File: src/rtl/bcd_pkg.sv
`default_nettype none
// ============================================================================
//  Module      : bcd_pkg
//  Description : Shared constants and state encoding for the packed-BCD to
//                binary converter and its helpers.
//  Revision    : 1.0  initial release
// ============================================================================
package bcd_pkg;

    localparam int         DIGIT_W       = 4;
    localparam logic [3:0] BCD_MAX_DIGIT = 4'd9;

    typedef enum logic [1:0] {
        IDLE = 2'd0,
        CONV = 2'd1,
        DONE = 2'd2
    } bcd2bin_state_t;

endpackage : bcd_pkg
`default_nettype wire

File: src/rtl/bcd_mac10.sv
`default_nettype none
// ============================================================================
//  Module      : bcd_mac10
//  Description : Combinational multiply-by-ten-and-add step, acc*10 + digit,
//                built from two shifts and two adds. Result wraps at ACC_W.
//  Revision    : 1.0  initial release
// ============================================================================
module bcd_mac10
    import bcd_pkg::*;
#(
    parameter int ACC_W = 11
) (
    input  logic [ACC_W-1:0]   acc_i,
    input  logic [DIGIT_W-1:0] digit_i,
    output logic [ACC_W-1:0]   mac_o
);

    // acc*8 + acc*2 + digit; carries out of the top bit are dropped
    assign mac_o = (acc_i << 3) + (acc_i << 1) + ACC_W'(digit_i);

endmodule : bcd_mac10
`default_nettype wire

File: src/rtl/bcd_to_binary.sv
`default_nettype none
// ============================================================================
//  Module      : bcd_to_binary
//  Description : Sequential packed-BCD to binary converter. Latches DIGITS
//                BCD digits on an input valid/ready handshake, folds them in
//                MSD first (one digit per clock) and presents the binary
//                value on an output valid/ready handshake.
//  Options     : define BCD_CHECK_EN to flag nibbles above 9 on out_err;
//                without it out_err is tied low and nibbles 10..15 are
//                weighted as their plain value.
//  Revision    : 1.0  initial release
// ============================================================================
module bcd_to_binary
    import bcd_pkg::*;
#(
    parameter int DIGITS = 2,
    parameter int BIN_W  = 7
) (
    input  logic                   clk,
    input  logic                   rst,
    input  logic                   in_valid,
    output logic                   in_ready,
    input  logic [4*DIGITS-1:0]    bcd_in,
    output logic                   out_valid,
    input  logic                   out_ready,
    output logic [BIN_W-1:0]       out_bin,
    output logic                   out_err
);

    localparam int ACC_W = BIN_W + 4;
    localparam int IN_W  = DIGIT_W * DIGITS;
    localparam int CNT_W = (DIGITS > 1) ? $clog2(DIGITS) : 1;
    localparam logic [CNT_W-1:0] LAST_CNT = CNT_W'(DIGITS - 1);

    bcd2bin_state_t     state_q;
    logic [ACC_W-1:0]   acc_q;
    logic [ACC_W-1:0]   acc_d;
    logic [IN_W-1:0]    shift_q;
    logic [CNT_W-1:0]   cnt_q;
    logic               out_valid_q;
    logic [BIN_W-1:0]   out_bin_q;
    logic [DIGIT_W-1:0] top_nibble;

    // The digit being folded in this cycle is always the top nibble
    assign top_nibble = shift_q[IN_W-1 -: DIGIT_W];

    bcd_mac10 #(
        .ACC_W   (ACC_W)
    ) u_mac10 (
        .acc_i   (acc_q),
        .digit_i (top_nibble),
        .mac_o   (acc_d)
    );

`ifdef BCD_CHECK_EN
    logic err_q;
    logic out_err_q;
    logic bad_nibble;

    // Non-decimal nibble in the digit currently being consumed
    assign bad_nibble = (top_nibble > BCD_MAX_DIGIT);
`endif

    // Converter FSM with digit counter, shift register and registered outputs
    always_ff @(posedge clk) begin
        if (rst) begin
            state_q     <= IDLE;
            acc_q       <= '0;
            shift_q     <= '0;
            cnt_q       <= '0;
            out_valid_q <= 1'b0;
            out_bin_q   <= '0;
`ifdef BCD_CHECK_EN
            err_q       <= 1'b0;
            out_err_q   <= 1'b0;
`endif
        end else begin
            case (state_q)
                IDLE: begin
                    if (in_valid) begin
                        shift_q <= bcd_in;
                        acc_q   <= '0;
                        cnt_q   <= '0;
`ifdef BCD_CHECK_EN
                        err_q   <= 1'b0;
`endif
                        state_q <= CONV;
                    end
                end
                CONV: begin
                    acc_q   <= acc_d;
                    shift_q <= shift_q << DIGIT_W;
                    cnt_q   <= cnt_q + CNT_W'(1);
`ifdef BCD_CHECK_EN
                    if (bad_nibble) begin
                        err_q <= 1'b1;
                    end
`endif
                    if (cnt_q == LAST_CNT) begin
                        // Final digit: publish the wrapped result directly
                        out_valid_q <= 1'b1;
                        out_bin_q   <= acc_d[BIN_W-1:0];
`ifdef BCD_CHECK_EN
                        out_err_q   <= err_q | bad_nibble;
`endif
                        state_q     <= DONE;
                    end
                end
                DONE: begin
                    if (out_ready) begin
                        out_valid_q <= 1'b0;
                        state_q     <= IDLE;
                    end
                end
                default: begin
                    out_valid_q <= 1'b0;
                    state_q     <= IDLE;
                end
            endcase
        end
    end

    assign in_ready  = (state_q == IDLE);
    assign out_valid = out_valid_q;
    assign out_bin   = out_bin_q;

`ifdef BCD_CHECK_EN
    assign out_err   = out_valid_q & out_err_q;
`else
    assign out_err   = 1'b0;
`endif

endmodule : bcd_to_binary
`default_nettype wire

File: config.mk
export PLATFORM = sky130hd
export DESIGN_NAME = bcd_to_binary
export DESIGN_NICKNAME = d
export VERILOG_FILES = /design/src/rtl/bcd_pkg.sv /design/src/rtl/bcd_mac10.sv /design/src/rtl/bcd_to_binary.sv
export SDC_FILE = /design/constraint.sdc
export NUM_CORES = 1
export LEC_CHECK = 0
export CORE_ASPECT_RATIO = 0.75
export CORE_UTILIZATION = 35
export CTS_CLUSTER_SIZE = 24
export DETAILED_ROUTE_END_ITERATION = 8
export SLEW_MARGIN = 15
export SYNTH_ARGS = -nofsm -noshare
export SYNTH_HDL_FRONTEND = slang
export SYNTH_SLANG_ARGS = --single-unit
File: constraint.sdc
create_clock -name clk -period 1.8 [get_ports clk]
set_input_delay 0.54 -clock clk [delete_from_list [all_inputs] [get_ports clk]]
set_output_delay 0.54 -clock clk [all_outputs]
set_load 0.02 [all_outputs]
==> results.txt, run 1 <==
Mapped Nets - 178
Reg clk slew, reported paths - 0.08 ns
Initial Util - 0.3734
Reported leakage power - 0.7177 nW
Cell taking the most area after synthesis - dfxtp_1
Crit path capture type - flop
Vias per cell - 4.922
Max H-tree Level - 1
CP arrival - 2.01 ns
Seq/Total Area, Yosys - 0.3591
Dpl hpwl - 2.162 mm
Initial antenna violation count - 0
CP required - 1.96 ns
Fillers - 373
Via count - 1142
Post-Syn Instances - 156
Final min period - 1.844 ns
Worst setup margin - -0.04382 ns
CP Max Fanout - 2
Synth-to-Final Area Change - 25.40%
Status - finished, violations left
Final #Nets - 203
Layout Skew - 0.003396 ns
Clk root buf - clkbuf_8
RSZ-0062 raised after global routing - yes
Unique cell type count in the Yosys netlist - 38
Max Root-Sink Buffers - 2
Multi-input logic area - 820.8 µm²
Die area - 4241 µm²
Maximum clock rate - 542.4 MHz
Synth warnings - 0
Io pins - 22
Final Hold Vio Count - 0
# diodes - 0
First-pass GRT wire length - 4.836 mm
Die Wd - 74.87 µm
Setup-failing EPs final - 4
Routability cong. - 0.8197
Power share of the sequential group - 0.513
Pwr per Cell Area - 667.9 nW/µm²
CP Launch Type - flop
Maximum vdd ir drop - 0.3647 mV
Clock share of power - 0.278
Failing checks - setup timing
TritonCTS Buffers - 3
Share of cells above drive strength 1 - 0.1611
Grt ovf - 0
Top cell type's share of synthesized area - 0.3591
GRT Total Usage - 0.1488
Antenna Nets Post-Route - 0
Setup Fix Bufs, Post-CTS - 0
Fin Hold WS - 0.4566 ns
Final period util - 1.024
Pwr Total - 0.001167 W
Max-Cap Viols - 0
Largest cells by area after synthesis - dfxtp_1 (36%), ha_1 (7.2%), a21oi_1 (6.1%)
Combinational share of power - 0.209
Later-pin clock latency in the skew report - 0.27 ns
Cell-internal power - 0.0008561 W
WL per Instance - 12.16 µm
Crit Path Class - reg -> reg
NetSw - 0.0003113 W
Sink Count - 25
Core area - 3732 µm²
Max-slew violations - 0
Die extent in y - 56.65 µm
DRT Pass-1 Iters - 4
Buffers on Ports - 20
DRC viols - 0
Std-Cell Rows - 19
Routed wire length - 2.820 mm
Sw Ratio - 0.2667
Syn Area/Cell - 8.935 µm²
Flip-flop and latch area - 503.0 µm²
Pin count of the biggest net entering global routing - 21
Area of the mapped netlist - 1394 µm²
Pre-CTS setup slack - -0.07811 ns
Vias in the first global route - 1099
Initial drt markers - 37
Seq cells post-synth - 25
CTS tree - yes
Hold WC Path Type - reg -> reg
layer usage:
layer / global-route usage / vias to the layer above / part of all wire
li1: - / 589 / -
met1: 0.2074 / 529 / 0.50
met4: 0.04852 / 0 / 0.016
met5: 0 / - / 0
met2: 0.2214 / 17 / 0.45
met3: 0.03950 / 7 / 0.033
final cells by class:
| cell class | instances | area share |
|---|---|---|
| Multi-Input combinational cell | 112 | 0.4696 |
| Inverter | 8 | 0.01718 |
| Tap cell | 52 | 0.03722 |
| Timing Repair Buffer | 31 | 0.1625 |
| Clock buffer | 4 | 0.02577 |
| Sequential cell | 25 | 0.2878 |
flip-flops by register name (all words and copies together) (netlist names):
register / cells
cnt_q: 1
acc_q: 6
state_q: 2
out_bin: 7
shift_q: 8
out_valid: 1
power by group through the flow:
stage               clock network, W  logic (W)  registers (W)
floorplan                          0   0.000161       0.000612
global placement                   0   0.000235       0.000610
detailed placement                 0   0.000240       0.000611
CTS                         0.000343   0.000242       0.000599
global route                0.000363   0.000269       0.000603
finish                      0.000325   0.000244       0.000599
what timing repair did:
action / 4_1_cts / 5_1_grt
hold buffers: 0 / 0
pin swaps: 4 / 3
endpoints found under the hold margin: 0 / 0
gates resized for setup: 6 / 4
endpoints found under the setup margin: 6 / 8
worst paths after layout:
| path | start | to | slack (ns) | depth (start not counted) |
|---|---|---|---|---|
| max | acc_q[0] | acc_q[4] | -0.04 | 7 |
| min reg2reg | out_bin[0] | out_bin[0] | 0.46 | 2 |
| min | out_bin[0] | out_bin[0] | 0.46 | 2 |
| max reg2reg | acc_q[0] | acc_q[4] | -0.04 | 7 |
synth_stat cells:
cell and n:
o211ai_1 2, a21o_1 4, nand2b_1 8, a211o_1 1, o21ba_2 1, and4b_1 1, xor2_1 1, dfxtp_1 25
conb_1 1, o2111ai_1 2, clkbuf_1 3, nand2_1 16, a2111oi_4 1, a211oi_1 1, nor3_1 5, a22oi_1 5
ha_1 8, inv_1 8, o21bai_4 1, o21a_1 1, nor2b_1 2, and3b_1 1, buf_4 2, buf_6 2
nand3b_4 1, mux2i_1 1, buf_2 2, or3b_1 4, o21ai_0 1, a21oi_1 17, nor3b_1 1, xor3_1 1
nand3_1 1, nand3b_1 6, clkbuf_2 1, fa_1 2, nor2_1 15, clkbuf_4 1
metrics by stage:
stage / setup TNS [ns] / cells / utilization / cell area (µm²)
after floorplan: -0.002826 / 156 / - / 1401
after global placement: -0.1051 / 228 / 0.4495 / 1678
after detailed placement: -0.2641 / 228 / 0.4495 / 1678
after CTS: -0.1797 / 232 / 0.4640 / 1732
after global routing: -0.5342 / 232 / 0.4683 / 1748
final: -0.1375 / 232 / 0.4683 / 1748
cells by family (layout without fill, tap and decap cells):
kind of cell / Yosys count / count (layout) / synth area share
and+or+nand+nor: 61 / 61 / 0.2406
AOI/OAI and AO/OA: 37 / 37 / 0.1939
DFF: 25 / 25 / 0.3591
buffers and inverters: 19 / 43 / 0.07271
adders and majority gates: 10 / 10 / 0.1005
xor gates and xnor gates: 2 / 2 / 0.02334
other: 1 / 1 / 0.002690
muxes: 1 / 1 / 0.007182
placed cells by master (no fill, tap or decap), types with 2 or more instances in the layout:
master and n:
dfxtp_1 23, clkdlybuf4s50_1 18, nand2_1 16, nor2_1 15, a21oi_1 14, buf_4 11
nand2b_1 8, ha_1 7, inv_1 6, nand3b_1 6, nor3_1 5, a22oi_1 5
a21o_1 4, or3b_1 4, a21oi_2 3, clkbuf_8 3, inv_2 2, nor2b_1 2
o2111ai_1 2, o211ai_1 2, dfxtp_2 2
critical path, cell delays in order (launching register included):
cell	delay (ns)
dfxtp_2	0.34
inv_2	0.04
fa_1	0.54
inv_2	0.05
fa_2	0.37
xor2_2	0.17
a22oi_1	0.19
nor2_1	0.05
Note: power is estimated with default switching activity, not from simulation.
==> inputs of run 2 (changes only) <==
--- a/config.mk
+++ b/config.mk
@@ -6,7 +6,7 @@
 export NUM_CORES = 1
 export LEC_CHECK = 0
 export CORE_ASPECT_RATIO = 0.75
-export CORE_UTILIZATION = 35
+export CORE_UTILIZATION = 40
 export CTS_CLUSTER_SIZE = 24
 export DETAILED_ROUTE_END_ITERATION = 8
 export SLEW_MARGIN = 15
==> run 2 against run 1 <==
  * The run still ends with setup timing left
  * Register-to-register slack is essentially flat
  * Non-clock buffer count increased by 1
  * Critical path depth stayed put
  * Design area rose by 1.4%
  * Clock power up 9.2%
  * Core utilization up 6.7 points
  * First-iteration DRC count is 43% higher
  * Maximum frequency about the same
  * Critical path type unchanged
==> results.txt, run 2 (same netlist as run 1, synthesis figures left out) <==
Die Wd - 70.16 µm
Via count - 1152
Max H-tree Level - 1
Io pins - 22
Max Root-Sink Buffers - 2
Number of flip-flops in the largest register - 8
Grt ovf - 0
Initial Util - 0.4210
RSZ-0062 raised after global routing - yes
Layout Skew - 0.01075 ns
RR Startpoint - acc_q[2]
Status - finished, violations left
Pin count of the biggest net entering global routing - 21
Setup Fix Bufs, Post-CTS - 0
Share of cells above drive strength 1 - 0.1713
Fillers - 313
Reg clk slew, reported paths - 0.10 ns
Crit path capture type - flop
Buffers on Ports - 20
Later-pin clock latency in the skew report - 0.28 ns
Cell area after layout - 1772 µm²
Reported leakage power - 0.8196 nW
Dpl hpwl - 2.183 mm
Max-slew violations - 0
CP Launch Type - flop
R2r endpoint - acc_q[4]
Core area - 3311 µm²
Antenna Nets Post-Route - 0
Clk root buf - clkbuf_8
GRT Total Usage - 0.1729
Sum of negative setup slack - -0.1257 ns
WL per Instance - 13.38 µm
Initial drt markers - 53
Maximum clock rate - 542.9 MHz
Most frequent cells in the layout - dfxtp_1 (23), nor2_1 (15), nand2_1 (15), a21oi_1 (15), clkdlybuf4s50_1 (13)
Final min period - 1.842 ns
Multi-input logic area - 834.6 µm²
Maximum vdd ir drop - 0.4881 mV
Hold Startpoint - out_bin[0]
Synth-to-Final Area Change - 27.11%
DRT Pass-1 Iters - 4
Final Hold Vio Count - 0
Flip-flop and latch area - 503.0 µm²
Failing checks - setup timing
First-pass GRT wire length - 4.857 mm
Worst r2r path cells - 7
Flop-to-flop setup slack - -0.04 ns
CP arrival - 2.02 ns
Final period util - 1.023
Sink Count - 25
Die extent in y - 53.12 µm
CP required - 1.98 ns
Std-Cell Rows - 18
Worst setup margin - -0.04208 ns
Hold WC Path Type - reg -> reg
Routability cong. - 0.8054
CTS tree - yes
Placement Cell Area - 1670 µm²
TritonCTS Buffers - 3
Vias per cell - 5.213
Most common cell after layout, fill and taps aside - dfxtp_1
CP Max Fanout - 2
Initial antenna violation count - 0
Setup-failing EPs final - 4
Vias in the first global route - 1082
Routed wire length - 2.958 mm
WHS Path Cells - 2
Final #Nets - 204
Crit Path Class - reg -> reg
Die area - 3727 µm²
Pwr per Cell Area - 683.0 nW/µm²
# diodes - 0
Largest Register - shift_q
DRC viols - 0
Max-Cap Viols - 0
Worst Hold Path EP - out_bin[0]
-- run 2: worst max-delay path, stage by stage, from the launching register on --
cell	delay, ns
dfxtp_2	0.34
inv_2	0.04
fa_1	0.54
inv_2	0.05
fa_2	0.37
xor2_1	0.18
a22oi_1	0.18
nor2_1	0.06
-- run 2: area by class of cell --
type / count / area share
Clock buffer: 3 / 0.02331
Clock inverter: 1 / 0.004944
Inverter: 8 / 0.01695
Multi-Input combinational cell: 112 / 0.4710
Sequential cell: 25 / 0.2839
Tap cell: 40 / 0.02825
Timing Repair Buffer: 32 / 0.1716
-- run 2: worst max-delay path by stage --
stage / slack (ns) / cells after the start / from / to
finish: -0.04 / 7 / acc_q[2] / acc_q[4]
global route: -0.13 / 7 / acc_q[2] / out_bin[4]
CTS: -0.04 / 6 / acc_q[2] / out_bin[6]
detailed placement: -0.09 / 7 / acc_q[2] / out_bin[5]
global placement: -0.07 / 7 / acc_q[2] / out_bin[5]
floorplan: -0.003 / 7 / acc_q[2] / out_bin[6]
-- run 2: metal layers --
layer  routed length (µm)  vias to the layer above  GRT usage
met5                    0                        -          0
met4                   36                        0    0.06000
met3                  152                        4    0.04571
met2                 1265                       21     0.2660
met1                 1504                      541     0.2347
li1                     -                      586          -
-- run 2: repair_timing --
item	in CTS	in global routing
resized for setup	5	11
setup endpoints to repair	7	13
pin swaps	0	3
hold buffers	0	0
-- run 2: report_power, final --
part           switching, W  internal [W]
Clock              0.000192      0.000162
Combinational      0.000133      0.000122
Sequential        0.0000196      0.000581
-- run 2: per-stage QoR --
step	setup WS, ns	util	hold WS (ns)	std cells	power (W)
after global placement	-0.06951	0.5045	0.4468	217	0.0008537
after floorplan	-0.002826	-	0.4457	156	0.0007734
final	-0.04208	0.5351	0.4553	221	0.001210
after global routing	-0.1305	0.5351	0.4727	221	0.001282
after detailed placement	-0.09256	0.5045	0.4478	217	0.0008552
after CTS	-0.04276	0.5212	0.4625	221	0.001214
